### src/rtl/icap_reboot_ctrl.sv
// -----------------------------------------------------------------------------
// icap_reboot_ctrl
//
// Arbitrated multiboot controller for the Spartan-6 ICAP primitive. Two
// requesters (host on port 0, watchdog on port 1) may ask for a reboot into a
// 24-bit boot address. The granted request is latched, and the complete IPROG
// word sequence is streamed into the ICAP while BUSY is honoured. This block
// is the only driver of the ICAP_SPARTAN6 instance.
//
// Ports
//   clk            single clock (also the ICAP CLK)
//   rst            synchronous, active-high reset
//   req0_valid/addr/ready   host request; port 0 wins any tie
//   req1_valid/addr/ready   watchdog request
//   icap_ce_n      ICAP CE, active low
//   icap_write_n   ICAP WRITE, 0 = write
//   icap_din       ICAP I bus, already in the bit-swapped form the primitive
//                  expects (no swap is performed here)
//   icap_busy      ICAP BUSY; the presented word is held while it is high
//   active         high while a sequence is in progress
//   grant_id       requester owning the current/last sequence
//   done           one-cycle pulse, sequence completed
//   error          one-cycle pulse, sequence aborted on BUSY timeout
//
// Every output comes straight from a register. Each state therefore computes
// the outputs of the phase it names, and those outputs are seen one cycle
// later (SETUP state -> setup outputs on the bus in the following cycle).
// -----------------------------------------------------------------------------
module icap_reboot_ctrl #(
  parameter int unsigned DUMMY_WORDS   = 4,         // 1..8 FFFF words before sync
  parameter int unsigned NOOP_WORDS    = 4,         // 1..8 NO-OP words after IPROG
  parameter logic [23:0] FALLBACK_ADDR = 24'h000000,
  parameter logic [7:0]  SPI_OPCODE    = 8'h0B,
  parameter int unsigned BUSY_TIMEOUT  = 255        // 1..65535 stall cycles
) (
  input  logic        clk,
  input  logic        rst,
  input  logic        req0_valid,
  input  logic [23:0] req0_addr,
  output logic        req0_ready,
  input  logic        req1_valid,
  input  logic [23:0] req1_addr,
  output logic        req1_ready,
  output logic        icap_ce_n,
  output logic        icap_write_n,
  output logic [15:0] icap_din,
  input  logic        icap_busy,
  output logic        active,
  output logic        grant_id,
  output logic        done,
  output logic        error
);

  // Sequence geometry: dummies, 12 fixed configuration words, NO-OPs.
  localparam int unsigned NUM_WORDS  = DUMMY_WORDS + 12 + NOOP_WORDS;
  localparam logic [4:0]  LAST_IDX   = 5'(NUM_WORDS - 1);
  localparam logic [4:0]  DUMMY_N    = 5'(DUMMY_WORDS);
  localparam logic [16:0] TIMEOUT_W  = 17'(BUSY_TIMEOUT);
  localparam logic [15:0] NOOP_WORD  = 16'h2000;

  typedef enum logic [2:0] {
    IDLE,
    SETUP,
    STREAM,
    HOLD,
    FINISH
  } state_e;

  state_e      state_q;
  logic [4:0]  idx_q;        // index of the word currently on icap_din
  logic [15:0] stall_q;      // consecutive BUSY cycles on the current word
  logic [23:0] boot_addr_q;

  logic        req0_ready_q;
  logic        req1_ready_q;
  logic        icap_ce_n_q;
  logic        icap_write_n_q;
  logic [15:0] icap_din_q;
  logic        active_q;
  logic        grant_id_q;
  logic        done_q;
  logic        error_q;

  logic [4:0]  idx_d;
  logic [16:0] stall_d;      // one bit wider so the compare never wraps
  logic [15:0] next_word;
  logic [15:0] first_word;

  // Word table in the bit-swapped form the primitive consumes.
  function automatic logic [15:0] seq_word(input logic [4:0]  idx,
                                           input logic [23:0] addr);
    logic [4:0]  rel;
    logic [15:0] w;
    rel = idx - DUMMY_N;
    if (idx < DUMMY_N) begin
      w = 16'hFFFF;                                  // dummy pad
    end else begin
      case (rel)
        5'd0:    w = 16'hAA99;                       // sync word 1
        5'd1:    w = 16'h5566;                       // sync word 2
        5'd2:    w = 16'h3261;                       // write GENERAL1
        5'd3:    w = addr[15:0];                     // multiboot addr low
        5'd4:    w = 16'h3281;                       // write GENERAL2
        5'd5:    w = {SPI_OPCODE, addr[23:16]};      // opcode + addr high
        5'd6:    w = 16'h32A1;                       // write GENERAL3
        5'd7:    w = FALLBACK_ADDR[15:0];            // golden addr low
        5'd8:    w = 16'h32C1;                       // write GENERAL4
        5'd9:    w = {SPI_OPCODE, FALLBACK_ADDR[23:16]};
        5'd10:   w = 16'h30A1;                       // write CMD
        5'd11:   w = 16'h000E;                       // IPROG
        default: w = NOOP_WORD;                      // trailing NO-OPs
      endcase
    end
    return w;
  endfunction

  assign idx_d      = idx_q + 5'd1;
  assign stall_d    = {1'b0, stall_q} + 17'd1;
  assign next_word  = seq_word(idx_d, boot_addr_q);
  assign first_word = seq_word(5'd0, boot_addr_q);

  // NOTE: state and output registers use non-blocking assignments so every
  // right-hand side reads the pre-edge value regardless of statement order.
  always_ff @(posedge clk) begin
    if (rst) begin
      state_q        <= IDLE;
      idx_q          <= '0;
      stall_q        <= '0;
      boot_addr_q    <= '0;
      req0_ready_q   <= 1'b0;
      req1_ready_q   <= 1'b0;
      icap_ce_n_q    <= 1'b1;
      icap_write_n_q <= 1'b1;
      icap_din_q     <= NOOP_WORD;
      active_q       <= 1'b0;
      grant_id_q     <= 1'b0;
      done_q         <= 1'b0;
      error_q        <= 1'b0;
    end else begin
      // NOTE: strobes default low here and are raised only by the state that
      // owns them, which keeps every pulse exactly one cycle wide.
      req0_ready_q <= 1'b0;
      req1_ready_q <= 1'b0;
      done_q       <= 1'b0;
      error_q      <= 1'b0;

      unique case (state_q)
        IDLE: begin
          if (req0_valid) begin
            req0_ready_q <= 1'b1;
            boot_addr_q  <= req0_addr;
            grant_id_q   <= 1'b0;
            active_q     <= 1'b1;
            state_q      <= SETUP;
          end else if (req1_valid) begin
            req1_ready_q <= 1'b1;
            boot_addr_q  <= req1_addr;
            grant_id_q   <= 1'b1;
            active_q     <= 1'b1;
            state_q      <= SETUP;
          end
        end

        SETUP: begin
          // WRITE goes low one cycle before CE so it never moves under CE.
          icap_write_n_q <= 1'b0;
          icap_ce_n_q    <= 1'b1;
          idx_q          <= '0;
          stall_q        <= '0;
          state_q        <= STREAM;
        end

        STREAM: begin
          if (icap_ce_n_q) begin
            // Setup phase is on the bus: present word 0 next.
            icap_ce_n_q <= 1'b0;
            icap_din_q  <= first_word;
          end else if (!icap_busy) begin
            // Presented word accepted this cycle.
            stall_q <= '0;
            if (idx_q == LAST_IDX) begin
              icap_ce_n_q <= 1'b1;
              state_q     <= HOLD;
            end else begin
              idx_q      <= idx_d;
              icap_din_q <= next_word;
            end
          end else if (stall_d == TIMEOUT_W) begin
            // Stalled too long: drop CE and WRITE together and give up.
            icap_ce_n_q    <= 1'b1;
            icap_write_n_q <= 1'b1;
            error_q        <= 1'b1;
            active_q       <= 1'b0;
            stall_q        <= '0;
            idx_q          <= '0;
            state_q        <= IDLE;
          end else begin
            stall_q <= stall_d[15:0];
          end
        end

        HOLD: begin
          // CE is already high; release WRITE and report completion.
          icap_write_n_q <= 1'b1;
          done_q         <= 1'b1;
          state_q        <= FINISH;
        end

        FINISH: begin
          active_q <= 1'b0;
          state_q  <= IDLE;
        end

        default: state_q <= IDLE;
      endcase
    end
  end

  assign req0_ready   = req0_ready_q;
  assign req1_ready   = req1_ready_q;
  assign icap_ce_n    = icap_ce_n_q;
  assign icap_write_n = icap_write_n_q;
  assign icap_din     = icap_din_q;
  assign active       = active_q;
  assign grant_id     = grant_id_q;
  assign done         = done_q;
  assign error        = error_q;

endmodule

### config.mk
export PLATFORM = sky130hd
export DESIGN_NAME = icap_reboot_ctrl
export DESIGN_NICKNAME = d
export VERILOG_FILES = /design/src/rtl/icap_reboot_ctrl.sv
export SDC_FILE = /design/constraint.sdc
export NUM_CORES = 1
export LEC_CHECK = 0
export BUFFER_PORTS_ARGS = -buffer_cell sky130_fd_sc_hd__buf_2
export CAP_MARGIN = 20
export CORE_MARGIN = 3
export CORE_UTILIZATION = 35
export DETAILED_ROUTE_END_ITERATION = 10
export SLEW_MARGIN = 25
export SYNTH_ARGS = -nofsm -noshare
export SYNTH_HDL_FRONTEND = slang
export SYNTH_SLANG_ARGS = --single-unit
### constraint.sdc
create_clock -name clk -period 5.8 [get_ports clk]
set_input_delay 0.58 -clock clk [delete_from_list [all_inputs] [get_ports clk]]
set_output_delay 0.58 -clock clk [all_outputs]
set_load 0.03 [all_outputs]
* Word level (Yosys, flattened, before mapping)
Index checks and enable logic that the tools add are counted.
Word-level totals: register bits after elaboration 72, output and inout port bits 24, logic and storage cells 104
Operators by class: add/sub/neg operators 3, $lt $le $gt $ge 1, equal/unequal tests 26, muxes and demuxes 42, bitwise gates (word level) 3, reduce and logical (&&, ||, !) cells 16
Operator list (count):
- case mux 16 bit (12 select lines) | 1
- two-way mux 16 bit | 7
- two-way mux 24 bit | 2
- case mux 16 bit (2 select lines) | 1
- equality test 5 x 3 -> 1 bit, second input constant | 4
- equality test 5 x 4 -> 1 bit, second input constant | 4
- two-way mux 5 bit | 4
- two-way mux 3 bit | 6
- adder 16 x 1 -> 17 bit, second input constant | 1
- equality test 17 x 8 -> 1 bit, second input constant | 1
- two-way mux 1 bit | 16
- inequality test 3 bit, second input constant | 4
- case mux 3 bit (4 select lines) | 1
- AND reduction 4 bit | 3
- equality test 5 x 2 -> 1 bit, second input constant | 2
- case mux 5 bit (2 select lines) | 1
- inequality test 2 bit, second input constant | 4
- equality test 3 x 2 -> 1 bit, second input constant | 2
- case mux 1 bit (3 select lines) | 2
- nonzero test 3 bit | 2
- adder 5 x 1 -> 5 bit, second input constant | 1
- equality test 5 x 1 -> 1 bit, second input constant | 1
- equality test 5 bit, second input constant | 1
- zero test 5 bit | 1
- 15 further kinds | 19

* Longest topological paths before layout
depth in word-level cells 8, gate-level depth with buffers 9

* Worst setup path before layout
OpenSTA, ideal clock, no wires.
path type register -> register, start point reg stall_q[1], end point reg active_q (netlist: active), setup time 115 ps, arrival time 2193 ps, setup slack 3492 ps, cell stages (with the launch flop) 8, period minus slack after synthesis 2308 ps, cell sequence dfxtp_1 > ha_1 > nand3_1 > or3_1 > o22ai_1 > nand4_1 > or4_1 > and2_1
On the way: word-level cells in the longest chain between the ends 4
RTL lines:
- from (decl) | RTL line 71 | logic [15:0] stall_q;
- from (signal assigned) | RTL line 198 | stall_q <= stall_d[15:0];
- adder 16 x 1 -> 17 bit | RTL line 118 | assign stall_d = {1'b0, stall_q} + 17'd1;
- equality test 17 x 8 -> 1 bit | RTL line 188 | end else if (stall_d == TIMEOUT_W) begin
- inequality test 2 bit (no line)
- AND reduction 5 bit (no line)
- to (signal assigned) | RTL line 135 | active_q <= 1'b0;
- to (signal assigned) | RTL line 193 | active_q <= 1'b0;
- to (signal assigned) | RTL line 210 | active_q <= 1'b0;
- to (decl) | RTL line 79 | logic active_q;
No other way between the ends. A chain may end at the register's enable or synchronous reset.

* Worst setup path after layout
start point reg stall_q[1], end point reg stall_q[12]
On the way: word-level cells in the longest chain between the ends 6
RTL lines:
- adder 16 x 1 -> 17 bit (*) | RTL line 118
- equality test 17 x 8 -> 1 bit | RTL line 188
- two-way mux 16 bit (*) | RTL line 188
- two-way mux 16 bit (*) | RTL line 178 | end else if (!icap_busy) begin
- two-way mux 16 bit (*) | RTL line 174 | if (icap_ce_n_q) begin
- case mux 16 bit (2 select lines) (*) | RTL line 147 | unique case (state_q)
Mark *: on every way between the ends. The rest lies on a longest branch, timed or not. The select of a mux whose other input is x is not followed.

==> metrics.md <==
| Metric | Value |
|---|---|
| CTS Hold Bufs | `0` |
| Pwr Density | `401 mW/mm^2` |
| Cell accounting for the most synthesized area | `dfxtp_1` |
| Tot Pwr | `1.88 mW` |
| Clock latency on the worst-skew pair | `0.33 ns` |
| Setup crit end kind | `register` |
| # setup viols final | `0` |
| Via density | `5.64` |
| Clock skew | `0.00764 ns` |
| Clk sinks | `72` |
| Worst setup SP type | `register` |
| Ports | `77` |
| CTS Root Cell | `clkbuf_16` |
| Initial antenna violation count | `0` |
| Post-detailed-route count of antenna-violating nets | `0` |
| Final hold vios | `0` |
| Post-Syn Nets | `536` |
| Num rows | `38` |
| Largest net degree at the start of global routing | `81` |
| Post-route DRC | `0` |
| R2R Path End | `stall_q[12]$_SDFFE_PP0P_` |
| CTS tree | `yes` |
| Fmax | `348 MHz` |
| Number of flops mapped to enable cells by yosys | `0` |
| Reg-to-reg startpoint | `stall_q[1]$_SDFFE_PP0P_` |
| Synth Flop Type | `dfxtp_1` |
| Initial DRC count | `254` |
| Share of the yosys chip area belonging to registers | `36.4%` |
| Synthesis warning total | `0` |
| Fillers | `1,080` |
| Kind of critical path | `reg2reg` |
| Register area | `0.00144 sq mm` |
| Post-cts resize count | `0` |
| Multi-input gate area | `0.00233 sq mm` |
| Port buffer count | `76` |
| Vias in the first global route | `3,456` |
| Vias post-DR | `3,791` |
| Hold Crit Class | `reg2reg` |
| Die ar. | `0.0126 sq mm` |
| WHS Endpoint | `icap_din[10]$_SDFFE_PP0P_` |
| Final instance area | `0.00469 sq mm` |
| Global-route wire length before repair | `17,100 microns` |
| Cell leakage power | `1.78 nW` |
| Die Span X | `112 microns` |
| Peak VDD IR | `0.000281 V` |
| Initial Util | `36.2%` |
| CP arrival | `3.11 ns` |
| Ratio of final minimum period to clock period | `49.6%` |
| CTS buffer count | `9` |
| Normalized max-slew margin | `41.9%` |
| Clk buf depth | `2` |
| Worst-margin pin slew | `0.863 ns` |
| Fin Setup TNS | `0 ns` |
| Total Wirelength | `10,400 microns` |
| R2R cell count | `7` |
| Setup Buffers After CTS | `0` |
| RSZ-0062 raised after global routing | `false` |
| Area of placed instances | `0.00438 sq mm` |
| Slew Viols, Final | `0` |
| Hold path startpoint | `boot_addr_q[10]$_SDFFE_PP0P_` |
| FF-to-FF setup slack | `2.93 ns` |
| Worst hold path depth | `2` |
| Syn_area_per_cell | `8.31 sq um` |
| GRT overflow | `0` |
| CP max FO | `16` |
| Synthesized instance count | `476` |
| Cell Area, Synth | `0.00396 sq mm` |
| Area delta synth->final | `18.6%` |
| Flops & latches, synth | `72` |
| Clk pin slew, worst setup/hold paths | `0.06 ns` |
| Fin util | `42.9%` |
| H-tree Lvls | `3` |
| Async set-reset flop share out of synthesis | `0%` |
| DR pass1 iterations | `5` |
| DPL Wire Length | `7140 microns` |
| RePlAce Congestion | `0.878` |
| Synth top area cells | `dfxtp_1 36%, a211oi_1 6.8%, mux2i_1 6.6%, nor2_1 5.8%, a21oi_1 3.5%` |
| Die height | `112 microns` |
| Antenna diodes | `0` |
| Max Cap Viol | `0` |
| Status | `completed` |
| Nets | `588` |
| Netlist cell types | `60` |
| Aggregate global-route resource usage | `16.3%` |
| Fin crit period | `2.87 ns` |
| Layout cells sized above 1 | `19.7%` |
| Core box area | `0.0109 sq mm` |
| Synth top area share | `36.4%` |
| Routed WL per cell | `15.4 microns` |
| Critical Path RT | `6.04 ns` |
## logic make-up after synthesis
kind of cell	after synthesis	share of synthesized area [%]
simple gates	178	24.4
compound gates	141	24.4
flops	72	36.4
buf+inv	46	4.62
mux	26	6.58
fa+ha+maj	7	2.21
xor+xnor	6	1.33
## routing by layer
| metal | part of all wire [%] | track usage [%] |
|---|---|---|
| met5 | 0 | 0 |
| met4 | 2.5 | 6.81 |
| met3 | 6.0 | 3.29 |
| met2 | 44 | 25.0 |
| met1 | 47 | 22.4 |
## how the worst max path moves through the flow
stage               cells after the start                        to                    start
detailed placement                      7  stall_q[12]$_SDFFE_PP0P_  stall_q[1]$_SDFFE_PP0P_
global route                            7  stall_q[12]$_SDFFE_PP0P_  stall_q[1]$_SDFFE_PP0P_
CTS                                     7  stall_q[12]$_SDFFE_PP0P_  stall_q[1]$_SDFFE_PP0P_
floorplan                               7       active$_SDFFE_PP0P_  stall_q[1]$_SDFFE_PP0P_
global placement                        7  stall_q[12]$_SDFFE_PP0P_  stall_q[1]$_SDFFE_PP0P_
finish                                  7  stall_q[12]$_SDFFE_PP0P_  stall_q[1]$_SDFFE_PP0P_
## state kept, by name, summed over array words and instances (netlist names), 3 cells and up
name,count
stall_q,16
icap_din,16
idx_q,5
state_q,3
boot_addr_q,24
## power breakdown
group / internal (mW) / switching, mW / leakage [nW]
sequential: 0.625 / 0.0888 / 0.590
clock: 0.373 / 0.217 / 0.147
combinational: 0.191 / 0.386 / 1.05
total: 1.19 / 0.693 / 1.78
## final cells by class
type | instances | share of cell area (%)
clock buffer | 9 | 4.80
clock inverter | 6 | 1.81
inverter | 8 | 0.640
multi-input combinational | 358 | 49.7
sequential | 72 | 30.7
tap | 140 | 3.73
timing repair buffer | 79 | 8.59
## placed cells by master, fill, tap and decap left out, types with 4 or more instances in the layout
master and n:
nor3b_1 4, a211oi_1 36, o211ai_1 7, or3_1 8
mux2i_1 26, o21ai_0 17, a21oi_1 28, nand4_1 4
buf_2 76, ha_1 7, clkbuf_16 9, nand3_1 16
and2_1 5, nand3b_1 8, nand2_1 27, dfxtp_1 72
a22oi_1 9, o311ai_1 5, inv_1 7, o21ai_1 7
nor4b_1 4, nor2_1 61, nor3_1 9, nand2b_1 4
## Yosys cell counts (3+ instances only)
cell	count
xnor2_1	3
mux2i_1	26
nor4b_1	4
o2111ai_1	3
and2_1	5
o21ai_1	7
nand4_1	4
a311oi_1	3
buf_1	3
o21ai_0	17
and3_1	3
clkbuf_1	27
nand2_1	27
xor2_1	3
nand4b_1	3
nor2_1	61
ha_1	7
o31ai_1	3
a31oi_1	3
a21oi_1	28
inv_1	7
a22oi_1	9
nand3b_1	8
nor3b_1	4
nand2b_1	4
dfxtp_1	72
nor2b_1	3
or3_1	8
o311ai_1	5
a211oi_1	36
nand3_1	16
nor3_1	9
buf_2	8
o211ai_1	7
## per-stage QoR
stage / hold WS [ns] / setup WS (ns) / cells
2_1_floorplan: 0.442 / 3.49 / 476
3_3_place_gp: 0.451 / 3.06 / 657
3_5_place_dp: 0.454 / 2.93 / 657
4_1_cts: 0.460 / 2.90 / 672
5_1_grt: 0.497 / 2.63 / 672
6_report: 0.461 / 2.93 / 672
## worst max-delay path, cell delays in order, from the launching register on
cell and delay (ns):
dfxtp_1 0.55, ha_1 0.37, nand3_1 0.25, o21ai_0 0.23
mux2i_1 0.11, a21oi_2 0.59, o21ai_1 0.32, o41ai_2 0.35
No activity file was read; power rests on OpenSTA's default activity.
